--- src/rtl/read_iq_block_pkg.sv ---
// Shared constants, FSM state encoding and sample quantizer for the read_iq front-end.
package read_iq_pkg;

   localparam int DATA_SIZE  = 32;
   localparam int BYTE_SIZE  = 8;
   localparam int CHAR_SIZE  = 16;
   localparam int BITS       = 10;
   localparam int FIFO_DEPTH = 16;

   typedef enum logic [2:0] {
      S_I_LO,
      S_I_HI,
      S_Q_LO,
      S_Q_HI,
      S_WRITE
   } state_t;

   // Upper BITS bits of the sign-extended value fall off the top of the word.
   function automatic logic [DATA_SIZE-1:0] quantize(input logic [CHAR_SIZE-1:0] raw);
      logic [DATA_SIZE-1:0] ext;
      ext = {{(DATA_SIZE-CHAR_SIZE){raw[CHAR_SIZE-1]}}, raw};
      return ext << BITS;
   endfunction

endpackage

--- src/rtl/read_iq_block_if.sv ---
// Byte-stream input and I/Q FWFT output handshake bundle of read_iq_block.
interface read_iq_block_if;
   import read_iq_pkg::*;

   logic                 in_full;
   logic                 in_wr_en;
   logic [BYTE_SIZE-1:0] in_din;
   logic                 i_out_empty;
   logic                 q_out_empty;
   logic                 i_out_rd_en;
   logic                 q_out_rd_en;
   logic [DATA_SIZE-1:0] i_out_data;
   logic [DATA_SIZE-1:0] q_out_data;

   modport master (
      input  in_full, i_out_empty, q_out_empty, i_out_data, q_out_data,
      output in_wr_en, in_din, i_out_rd_en, q_out_rd_en
   );

   modport slave (
      output in_full, i_out_empty, q_out_empty, i_out_data, q_out_data,
      input  in_wr_en, in_din, i_out_rd_en, q_out_rd_en
   );

endinterface

--- src/rtl/read_iq_block_sync_fifo.sv ---
// Generic synchronous first-word-fall-through FIFO; DEPTH must be a power of two.
module sync_fifo #(
   parameter int WIDTH = 8,
   parameter int DEPTH = 16
) (
   input  logic             i_clk,
   input  logic             i_rst_n,
   input  logic             i_wr_en,
   input  logic [WIDTH-1:0] i_din,
   output logic             o_full,
   input  logic             i_rd_en,
   output logic [WIDTH-1:0] o_dout,
   output logic             o_empty
);

   localparam int AW = $clog2(DEPTH);

   logic [WIDTH-1:0] r_mem [DEPTH];
   logic [AW-1:0]    r_wr_ptr;
   logic [AW-1:0]    r_rd_ptr;
   logic [AW:0]      r_count;
   logic             w_do_wr;
   logic             w_do_rd;

   assign o_full  = (r_count == (AW+1)'(DEPTH));
   assign o_empty = (r_count == '0);
   assign w_do_wr = i_wr_en && !o_full;
   assign w_do_rd = i_rd_en && !o_empty;

   // Head reads as zero while empty so nothing stale is ever presented.
   assign o_dout  = o_empty ? '0 : r_mem[r_rd_ptr];

   always_ff @(posedge i_clk) begin
      if (w_do_wr) begin
         r_mem[r_wr_ptr] <= i_din;
      end
   end

   always_ff @(posedge i_clk or negedge i_rst_n) begin
      if (!i_rst_n) begin
         r_wr_ptr <= '0;
         r_rd_ptr <= '0;
         r_count  <= '0;
      end else begin
         if (w_do_wr) begin
            r_wr_ptr <= r_wr_ptr + AW'(1);
         end
         if (w_do_rd) begin
            r_rd_ptr <= r_rd_ptr + AW'(1);
         end
         case ({w_do_wr, w_do_rd})
            2'b10:   r_count <= r_count + (AW+1)'(1);
            2'b01:   r_count <= r_count - (AW+1)'(1);
            default: r_count <= r_count;
         endcase
      end
   end

endmodule

--- src/rtl/read_iq_block.sv ---
// FM radio front-end: assembles little-endian I/Q byte pairs from the raw stream,
// quantizes them and pushes each pair into twin FWFT output FIFOs.
//
// state   | meaning
// S_I_LO  | waiting for / taking I low byte
// S_I_HI  | waiting for / taking I high byte
// S_Q_LO  | waiting for / taking Q low byte
// S_Q_HI  | waiting for / taking Q high byte
// S_WRITE | pair assembled; push to both outputs once both have room
module read_iq_block
   import read_iq_pkg::*;
(
   input  logic            clock,
   input  logic            reset,
   read_iq_block_if.slave  bus
);

   state_t               r_state;
   state_t               w_next_state;
   logic [BYTE_SIZE-1:0] r_i_lo;
   logic [BYTE_SIZE-1:0] r_i_hi;
   logic [BYTE_SIZE-1:0] r_q_lo;
   logic [BYTE_SIZE-1:0] r_q_hi;

   logic                 w_in_empty;
   logic                 w_in_rd_en;
   logic [BYTE_SIZE-1:0] w_in_dout;
   logic                 w_i_full;
   logic                 w_q_full;
   logic                 w_out_wr_en;
   logic [DATA_SIZE-1:0] w_i_quant;
   logic [DATA_SIZE-1:0] w_q_quant;

   sync_fifo #(.WIDTH(BYTE_SIZE), .DEPTH(FIFO_DEPTH)) u_in_fifo (
      .i_clk   (clock),
      .i_rst_n (reset),
      .i_wr_en (bus.in_wr_en),
      .i_din   (bus.in_din),
      .o_full  (bus.in_full),
      .i_rd_en (w_in_rd_en),
      .o_dout  (w_in_dout),
      .o_empty (w_in_empty)
   );

   sync_fifo #(.WIDTH(DATA_SIZE), .DEPTH(FIFO_DEPTH)) u_i_fifo (
      .i_clk   (clock),
      .i_rst_n (reset),
      .i_wr_en (w_out_wr_en),
      .i_din   (w_i_quant),
      .o_full  (w_i_full),
      .i_rd_en (bus.i_out_rd_en),
      .o_dout  (bus.i_out_data),
      .o_empty (bus.i_out_empty)
   );

   sync_fifo #(.WIDTH(DATA_SIZE), .DEPTH(FIFO_DEPTH)) u_q_fifo (
      .i_clk   (clock),
      .i_rst_n (reset),
      .i_wr_en (w_out_wr_en),
      .i_din   (w_q_quant),
      .o_full  (w_q_full),
      .i_rd_en (bus.q_out_rd_en),
      .o_dout  (bus.q_out_data),
      .o_empty (bus.q_out_empty)
   );

   assign w_i_quant = quantize({r_i_hi, r_i_lo});
   assign w_q_quant = quantize({r_q_hi, r_q_lo});

   always_ff @(posedge clock or negedge reset) begin
      if (!reset) begin
         r_state <= S_I_LO;
      end else begin
         r_state <= w_next_state;
      end
   end

   always_comb begin
      w_next_state = r_state;
      w_in_rd_en   = 1'b0;
      w_out_wr_en  = 1'b0;
      case (r_state)
         S_I_LO: begin
            w_in_rd_en = !w_in_empty;
            if (!w_in_empty) w_next_state = S_I_HI;
         end
         S_I_HI: begin
            w_in_rd_en = !w_in_empty;
            if (!w_in_empty) w_next_state = S_Q_LO;
         end
         S_Q_LO: begin
            w_in_rd_en = !w_in_empty;
            if (!w_in_empty) w_next_state = S_Q_HI;
         end
         S_Q_HI: begin
            w_in_rd_en = !w_in_empty;
            if (!w_in_empty) w_next_state = S_WRITE;
         end
         S_WRITE: begin
            // I and Q always land together so the two outputs never drift apart.
            if (!w_i_full && !w_q_full) begin
               w_out_wr_en  = 1'b1;
               w_next_state = S_I_LO;
            end
         end
         default: w_next_state = S_I_LO;
      endcase
   end

   always_ff @(posedge clock or negedge reset) begin
      if (!reset) begin
         r_i_lo <= '0;
         r_i_hi <= '0;
         r_q_lo <= '0;
         r_q_hi <= '0;
      end else if (w_in_rd_en) begin
         case (r_state)
            S_I_LO:  r_i_lo <= w_in_dout;
            S_I_HI:  r_i_hi <= w_in_dout;
            S_Q_LO:  r_q_lo <= w_in_dout;
            S_Q_HI:  r_q_hi <= w_in_dout;
            default: ;
         endcase
      end
   end

endmodule

--- src/flat_wrapper.sv ---
// flat-port wrapper written by rule: the top's interface ports become plain ports
module read_iq_block_flat import read_iq_pkg::*;
  (clock, reset, bus_in_full, bus_i_out_empty, bus_q_out_empty, bus_i_out_data, bus_q_out_data, bus_in_wr_en, bus_in_din, bus_i_out_rd_en, bus_q_out_rd_en);
  read_iq_block_if bus_i ();
  input  logic clock;
  input  logic reset;
  output wire logic [$bits(bus_i.in_full)-1:0] bus_in_full;
  output wire logic [$bits(bus_i.i_out_empty)-1:0] bus_i_out_empty;
  output wire logic [$bits(bus_i.q_out_empty)-1:0] bus_q_out_empty;
  output wire logic [$bits(bus_i.i_out_data)-1:0] bus_i_out_data;
  output wire logic [$bits(bus_i.q_out_data)-1:0] bus_q_out_data;
  input wire logic [$bits(bus_i.in_wr_en)-1:0] bus_in_wr_en;
  input wire logic [$bits(bus_i.in_din)-1:0] bus_in_din;
  input wire logic [$bits(bus_i.i_out_rd_en)-1:0] bus_i_out_rd_en;
  input wire logic [$bits(bus_i.q_out_rd_en)-1:0] bus_q_out_rd_en;
  assign bus_in_full = bus_i.in_full;
  assign bus_i_out_empty = bus_i.i_out_empty;
  assign bus_q_out_empty = bus_i.q_out_empty;
  assign bus_i_out_data = bus_i.i_out_data;
  assign bus_q_out_data = bus_i.q_out_data;
  assign bus_i.in_wr_en = bus_in_wr_en;
  assign bus_i.in_din = bus_in_din;
  assign bus_i.i_out_rd_en = bus_i_out_rd_en;
  assign bus_i.q_out_rd_en = bus_q_out_rd_en;
  read_iq_block u_core (.clock(clock), .reset(reset), .bus(bus_i));
endmodule
--- config.mk ---
export PLATFORM = sky130hd
export DESIGN_NAME = read_iq_block_flat
export DESIGN_NICKNAME = d
export VERILOG_FILES = /design/src/rtl/read_iq_block_pkg.sv /design/src/rtl/read_iq_block_if.sv /design/src/rtl/read_iq_block_sync_fifo.sv /design/src/rtl/read_iq_block.sv /design/src/flat_wrapper.sv
export SDC_FILE = /design/constraint.sdc
export NUM_CORES = 1
export LEC_CHECK = 0
export ABC_AREA = 1
export CORE_MARGIN = 2
export CORE_UTILIZATION = 62
export DETAILED_ROUTE_END_ITERATION = 8
export PLACE_DENSITY = 0.78
export SLEW_MARGIN = 10
export SYNTH_ARGS = -nofsm -noshare
export SYNTH_HDL_FRONTEND = slang
export SYNTH_SLANG_ARGS = --single-unit
--- constraint.sdc ---
create_clock -name clock -period 3.6 [get_ports clock]
set_input_delay 0.9 -clock clock [delete_from_list [all_inputs] [get_ports clock]]
set_output_delay 0.9 -clock clock [all_outputs]
set_load 0.02 [all_outputs]
==> impl_metrics.csv, run 1 <==
group,metric,value,unit
outcome,status,"complete, no violations",
sta,rsz0062_at_grt,"no",
sta,final_max_slew_viol_count,0,
sta,hold_slack,0.3494,ns
critical_path,cp-start-kind,"flop",
sta,worst_pin_slew,0.8536,ns
synthesis,synth_warnings,0,
critical_path,path_common_cell,"nand2_1",
synthesis,synth_seq_cells,714,
global_route,antenna_found_initial,0,
critical_path,cp_top_family,"buffers and inverters",
final_layout,n_antenna_cell,0,
sta,fin_skew,0.02136,ns
sta,fin_setup_tns,0,ns
die,num_io_pins,80,
placed_design,portBuffers,59,
clocking,cts_tree,"yes",
synthesis,syn_avg_cell_area,11.03,sq um
die,fp.dieW,224.4,um
flow_run,cap_violations,0,
final_layout,area_growth,12.78,%
clocking,hold_buffers,0,
placed_design,placed_cell_area,31630,sq um
final_layout,nets,2852,
sta,setup_viol,0,
sta,slew_headroom,42.79,%
clocking,cts-buffers-inserted,71,
sta,fmax,284.8,MHz
global_route,grt_pass1_wl,110.4,mm
clocking,cts.path.max_buffers,3,
global_route,grt_usage,28.69,%
routing,wire_per_inst,20.49,um
routing,ant_nets,0,
routing,drt_pass1_iterations,6,
critical_path,cpPeakStageDelay,0.51,ns
die,core,47850,sq um
routing,avgViaCountPerCell,5.940,
critical_path,cp_cell_sequence,"clkinv_2 > bufbuf_16 > nand2_1 > nand3_1 > nand3_1 > nand2_1 > nand2_1 > a21oi_1 > clkdlybuf4s15_1",
global_route,grt_start_max_net_pins,74,
placed_design,gp_congestion,0.8108,
sta,post-route-period-util,97.53,%
die,start_util,62.96,%
die,core.rowCount,80,
global_route,gr-total-overflow,0,
synthesis,ys_seq_area_share,69.94,%
critical_path,reg2reg_depth,13,
die,die_h,224.4,um
die,die-area,50370,sq um
critical_path,worstPathRequired,2.70,ns
sta,finalHoldViolCount,0,
pwr,leakage,13.54,nW
pwr,peakVddDrop,471.0,uV
clocking,htree_levels,3,
synthesis,synthCells,2732,
critical_path,crit_buf_inv,3,
pwr,power,0.02969,W
placed_design,dp_hpwl,41.06,mm
synthesis,synth.top_cell.area_share,63.80,%
clocking,clock-sinks,714,
clocking,clk_latency,0.61,ns
clocking,clk_pin_slew,0.06,ns
global_route,grt_pass1_vias,20050,
sta,min_period,3.511,ns
final_layout,fin_area,33980,sq um
critical_path,cp_max_fo,38,
critical_path,worstReg2RegEnd,"u_core.u_q_fifo.r_count[4]",
synthesis,yosys.area.top_type,"edfxtp_1",
critical_path,end_kind,"output port",
routing,drt-initial-drc-count,2690,
synthesis,synth_area,30130,sq um
critical_path,critPathSlowestCell,"dfrtp_4",
pwr,powerDensity,873.9,nW/um^2
routing,drcViolationCount,0,
critical_path,timing.rr.start,"u_core.u_i_fifo.r_count[1]",
worst_hold_path,hp-class,"in -> async",
routing,vias,20670,
clocking,cts_root_buffer,"clkbuf_16",
critical_path,r2r_setup_slack,0.66,ns
final_layout,drive_above_1_share,9.040,%
clocking,cts_setup_buffers,0,
synthesis,yosysUniqueCellTypes,31,
routing,wl,71.30,mm
critical_path,arrival,2.61,ns
synthesis,synth_area_leaders,"edfxtp_1, nand2_1, nand3_1",
critical_path,criticalPathCategory,"reg -> out",
==> layout make-up <==
type,count,area (sq um)
fill,3115,13870
inverter,161,613.1
timing repair buffer,155,1490
clock inverter,34,302.8
tap,615,769.5
multi-input combinational,1709,7760
sequential,714,21080
clock buffer,92,1959
==> timing repair <==
| item | CTS | global route |
|---|---|---|
| gates resized for setup | 53 | 13 |
| endpoints found under the setup margin | 44 | 10 |
| cloned | 3 | 0 |
==> sequential cells by signal, indices dropped and copies added, names as in the netlist <==
name                       count
u_core.u_i_fifo.r_mem        256
u_core.u_q_fifo.r_mem        256
u_core.u_in_fifo.r_mem       128
u_core.r_i_hi                  8
u_core.r_i_lo                  8
u_core.r_q_hi                  8
u_core.r_q_lo                  8
u_core.u_i_fifo.r_count        5
u_core.u_in_fifo.r_count       5
u_core.u_q_fifo.r_count        5
u_core.u_i_fifo.r_rd_ptr       4
u_core.u_i_fifo.r_wr_ptr       4
u_core.u_in_fifo.r_rd_ptr      4
u_core.u_in_fifo.r_wr_ptr      4
u_core.u_q_fifo.r_rd_ptr       4
u_core.u_q_fifo.r_wr_ptr       4
u_core.r_state                 3
==> report_power, final <==
part           internal [W]  total [W]  switching, W  leakage [nW]
logic               0.00347     0.0108       0.00734          5.73
clock network       0.00420    0.00723       0.00303          1.10
registers            0.0105     0.0117       0.00115          6.71
total                0.0182     0.0297        0.0115          13.5
==> cell usage in the layout, fill, tap and decap left out, drive strengths merged, types with 6 or more instances in the layout <==
master,instances
inv,156
a21oi,39
nand3,493
conb,20
clkbuf,95
xor2,20
nand2,999
ha,26
dfrtp,74
clkinv,31
nor3,39
o21ai,20
clkdlybuf4s50,13
buf,95
dlygate4sd2,37
edfxtp,640
nor2,31
xnor2,6
==> Yosys cell counts <==
| library cell | instances |
|---|---|
| a21boi_0 | 1 |
| a21oi_1 | 39 |
| a31oi_1 | 1 |
| buf_1 | 10 |
| buf_2 | 98 |
| buf_4 | 44 |
| clkbuf_1 | 15 |
| clkinv_1 | 6 |
| conb_1 | 1 |
| dfrtp_1 | 74 |
| edfxtp_1 | 640 |
| fa_1 | 1 |
| ha_1 | 26 |
| inv_1 | 148 |
| inv_2 | 7 |
| nand2_1 | 994 |
| nand2_2 | 5 |
| nand3_1 | 492 |
| nand3_4 | 1 |
| nand3b_1 | 2 |
| nand4_1 | 4 |
| nor2_1 | 30 |
| nor2_4 | 1 |
| nor3_1 | 39 |
| o211ai_1 | 2 |
| o21ai_0 | 20 |
| o21bai_1 | 2 |
| or2_1 | 1 |
| or2_2 | 2 |
| xnor2_1 | 6 |
| xor2_1 | 20 |
==> metal layers <==
| metal | part of all wire, % | global-route usage [%] | wire [um] | vias to the layer above |
|---|---|---|---|---|
| met3 | 11 | 4.768 | 7510 | 164 |
| met2 | 49 | 47.26 | 34900 | 1245 |
| met5 | 0 | 0 | 0 | - |
| met4 | 2.6 | 10.36 | 1880 | 0 |
| met1 | 38 | 39.13 | 27010 | 9868 |
| li1 | - | - | - | 9393 |
==> worst max path at each step <==
| stage | startpoint | to | slack, ns | depth (start not counted) |
|---|---|---|---|---|
| final | u_core.u_q_fifo.r_rd_ptr[0] | bus_q_out_data[12] | 0.09 | 9 |
| after detailed placement | u_core.u_q_fifo.r_count[1] | bus_q_out_data[31] | 0.26 | 7 |
| after floorplan | u_core.u_i_fifo.r_rd_ptr[2] | bus_i_out_data[26] | 0.79 | 8 |
| after CTS | u_core.u_i_fifo.r_rd_ptr[0] | bus_i_out_data[15] | 0.03 | 9 |
| after global routing | u_core.u_q_fifo.r_rd_ptr[0] | bus_q_out_data[13] | 0.002 | 9 |
| after global placement | u_core.u_q_fifo.r_count[0] | bus_q_out_data[27] | 0.38 | 7 |
==> through the flow <==
step	utilization (%)	worst slack [ns]	std cells
final	71.01	0.08880	3480
after global routing	71.01	0.001663	3480
after CTS	71.00	0.03217	3480
after detailed placement	66.11	0.2562	3351
after global placement	66.11	0.3777	3351
after floorplan	-	0.7932	2751
==> cell families (layout without fill, tap and decap cells) <==
family,count (synthesis),in the layout,synth area share (%)
simple gates,1571,1571,21.98
flops,714,714,69.94
buf+inv,328,442,5.042
compound gates,65,65,1.126
fa+ha+maj,27,27,1.146
xor+xnor,26,26,0.7559
other cells,1,20,0.01245
No activity file was read; power rests on OpenSTA's default activity.
==> run 2: changes to the inputs <==
RECOVER_POWER = 25   (was not set)
==> impl_metrics.csv, run 2 (synthesis results as in run 1) <==
group,metric,value,unit
sta,post-route-period-util,97.55,%
routing,wl,71.30,mm
final_layout,area_growth,12.78,%
critical_path,criticalPathCategory,"reg -> out",
sta,setup_viol,0,
clocking,clock-sinks,714,
sta,rsz0062_at_grt,"no",
routing,drcViolationCount,0,
routing,drt-initial-drc-count,2690,
global_route,gr-total-overflow,0,
die,core,47850,sq um
flow_run,cap_violations,1,
critical_path,timing.rr.start,"u_core.u_i_fifo.r_count[1]",
worst_hold_path,hp-class,"reg -> reg",
critical_path,worstReg2RegEnd,"u_core.u_q_fifo.r_count[4]",
final_layout,reg_top3,"u_core.u_i_fifo.r_mem (256), u_core.u_q_fifo.r_mem (256), u_core.u_in_fifo.r_mem (128)",
routing,ant_nets,0,
clocking,cts-buffers-inserted,71,
sta,fmax,284.8,MHz
critical_path,cp-start-kind,"flop",
critical_path,arrival,2.61,ns
sta,min_period,3.512,ns
clocking,cts_root_buffer,"clkbuf_16",
global_route,grt_pass1_wl,110.4,mm
worst_hold_path,hold_path_end,"u_core.u_in_fifo.r_count[2]",
sta,worst_pin_slew,1.538,ns
worst_hold_path,min_from,"u_core.u_in_fifo.r_count[2]",
sta,fin_setup_tns,0,ns
sta,final_max_slew_viol_count,50,
final_layout,n_antenna_cell,0,
sta,fin_skew,0.02145,ns
pwr,power,0.02968,W
die,fp.dieW,224.4,um
global_route,grt_usage,28.69,%
critical_path,end_kind,"output port",
placed_design,portBuffers,59,
placed_design,gp_congestion,0.8108,
die,die-area,50370,sq um
routing,drt_pass1_iterations,5,
final_layout,layout_common_cells,"nand2_1, edfxtp_1, nand3_1",
die,die_h,224.4,um
pwr,peakVddDrop,471.7,uV
clocking,clk_latency,0.61,ns
placed_design,dp_hpwl,41.06,mm
die,core.rowCount,80,
global_route,grt_start_max_net_pins,74,
critical_path,reg2reg_depth,13,
sta,slew_headroom,-2.533,%
clocking,hold_buffers,0,
worst_hold_path,whs_path_depth,2,
die,num_io_pins,80,
critical_path,cp_max_fo,38,
die,start_util,62.96,%
final_layout,final_common_cell,"nand2_1",
clocking,cts_tree,"yes",
final_layout,drive_above_1_share,9.040,%
critical_path,r2r_setup_slack,0.66,ns
final_layout,fillCellCount,3116,
clocking,cts.path.max_buffers,3,
pwr,leakage,13.54,nW
clocking,cts_setup_buffers,0,
global_route,grt_pass1_vias,20050,
sta,finalHoldViolCount,0,
routing,wire_per_inst,20.49,um
outcome,status,"finished with violations",
clocking,htree_levels,3,
final_layout,nets,2852,
routing,vias,20660,
clocking,clk_pin_slew,0.06,ns
critical_path,worstPathRequired,2.70,ns
global_route,antenna_found_initial,0,
pwr,powerDensity,873.6,nW/um^2
routing,avgViaCountPerCell,5.935,
outcome,failed_checks,"max-capacitance violations, max-slew violations",
==> run 2: cell count changes in the layout (fill, tap and decap cells not counted) <==
cell,before,now
clkbuf_2,3,4
buf_4,81,80
==> run 2: worst max-delay path by stage <==
stage	endpoint	slack [ns]	start
3_3_place_gp	bus_q_out_data[27]	0.38	u_core.u_q_fifo.r_count[0]
3_5_place_dp	bus_q_out_data[31]	0.26	u_core.u_q_fifo.r_count[1]
5_1_grt	bus_q_out_data[13]	0.002	u_core.u_q_fifo.r_rd_ptr[0]
2_1_floorplan	bus_i_out_data[26]	0.79	u_core.u_i_fifo.r_rd_ptr[2]
4_1_cts	bus_i_out_data[15]	0.03	u_core.u_i_fifo.r_rd_ptr[0]
6_report	bus_q_out_data[12]	0.09	u_core.u_q_fifo.r_rd_ptr[0]
==> run 2: layout make-up <==
class,count,area (sq um),share of cell area [%]
well taps,615,769.5,2.265
repair buffers,155,1488,4.379
flip-flops and latches,714,21080,62.05
inverters,161,613.1,1.805
clock buffers,92,1959,5.767
multi-input cells,1709,7760,22.84
clock inverters,34,302.8,0.8912
==> run 2: per-stage QoR <==
| step | cell area (sq um) | setup WS [ns] | utilization (%) | hold WS [ns] | instances |
|---|---|---|---|---|---|
| 3_3_place_gp | 31630 | 0.3777 | 66.11 | 0.4899 | 3351 |
| 5_1_grt | 33970 | 0.001663 | 71.01 | 0.5503 | 3480 |
| 6_report | 33970 | 0.08824 | 71.01 | 0.5279 | 3480 |
| 3_5_place_dp | 31630 | 0.2562 | 66.11 | 0.5188 | 3351 |
| 2_1_floorplan | 30200 | 0.7932 | - | 0.4751 | 2751 |
| 4_1_cts | 33970 | 0.03217 | 71.00 | 0.3851 | 3480 |
==> run 2: power by group <==
group | leakage (nW) | total (W) | internal (W) | switching [W]
combinational | 5.73 | 0.0108 | 0.00347 | 0.00733
sequential | 6.71 | 0.0117 | 0.0105 | 0.00115
clock | 1.10 | 0.00722 | 0.00420 | 0.00303
==> run 2: critical path, cell delays in order, from the launching register on <==
cell and delay, ns:
dfrtp_4 0.51, clkinv_2 0.15, bufbuf_16 0.38, nand2_1 0.08
nand3_1 0.09, nand3_1 0.08, nand2_1 0.09, nand2_1 0.05
a21oi_1 0.22, clkdlybuf4s15_1 0.34
==> run 2: timing repair <==
action / in CTS / in global routing
resized for setup: 53 / 13
gates cloned: 3 / 0
endpoints found under the setup margin: 44 / 10
hold endpoints to repair: 0 / 0
==> run 2: layer usage <==
layer | track usage, % | share of wire [%] | wire, um
met5 | 0 | 0 | 0
met4 | 10.36 | 2.7 | 1918
met3 | 4.768 | 10 | 7438
met1 | 39.13 | 38 | 27040
met2 | 47.26 | 49 | 34910
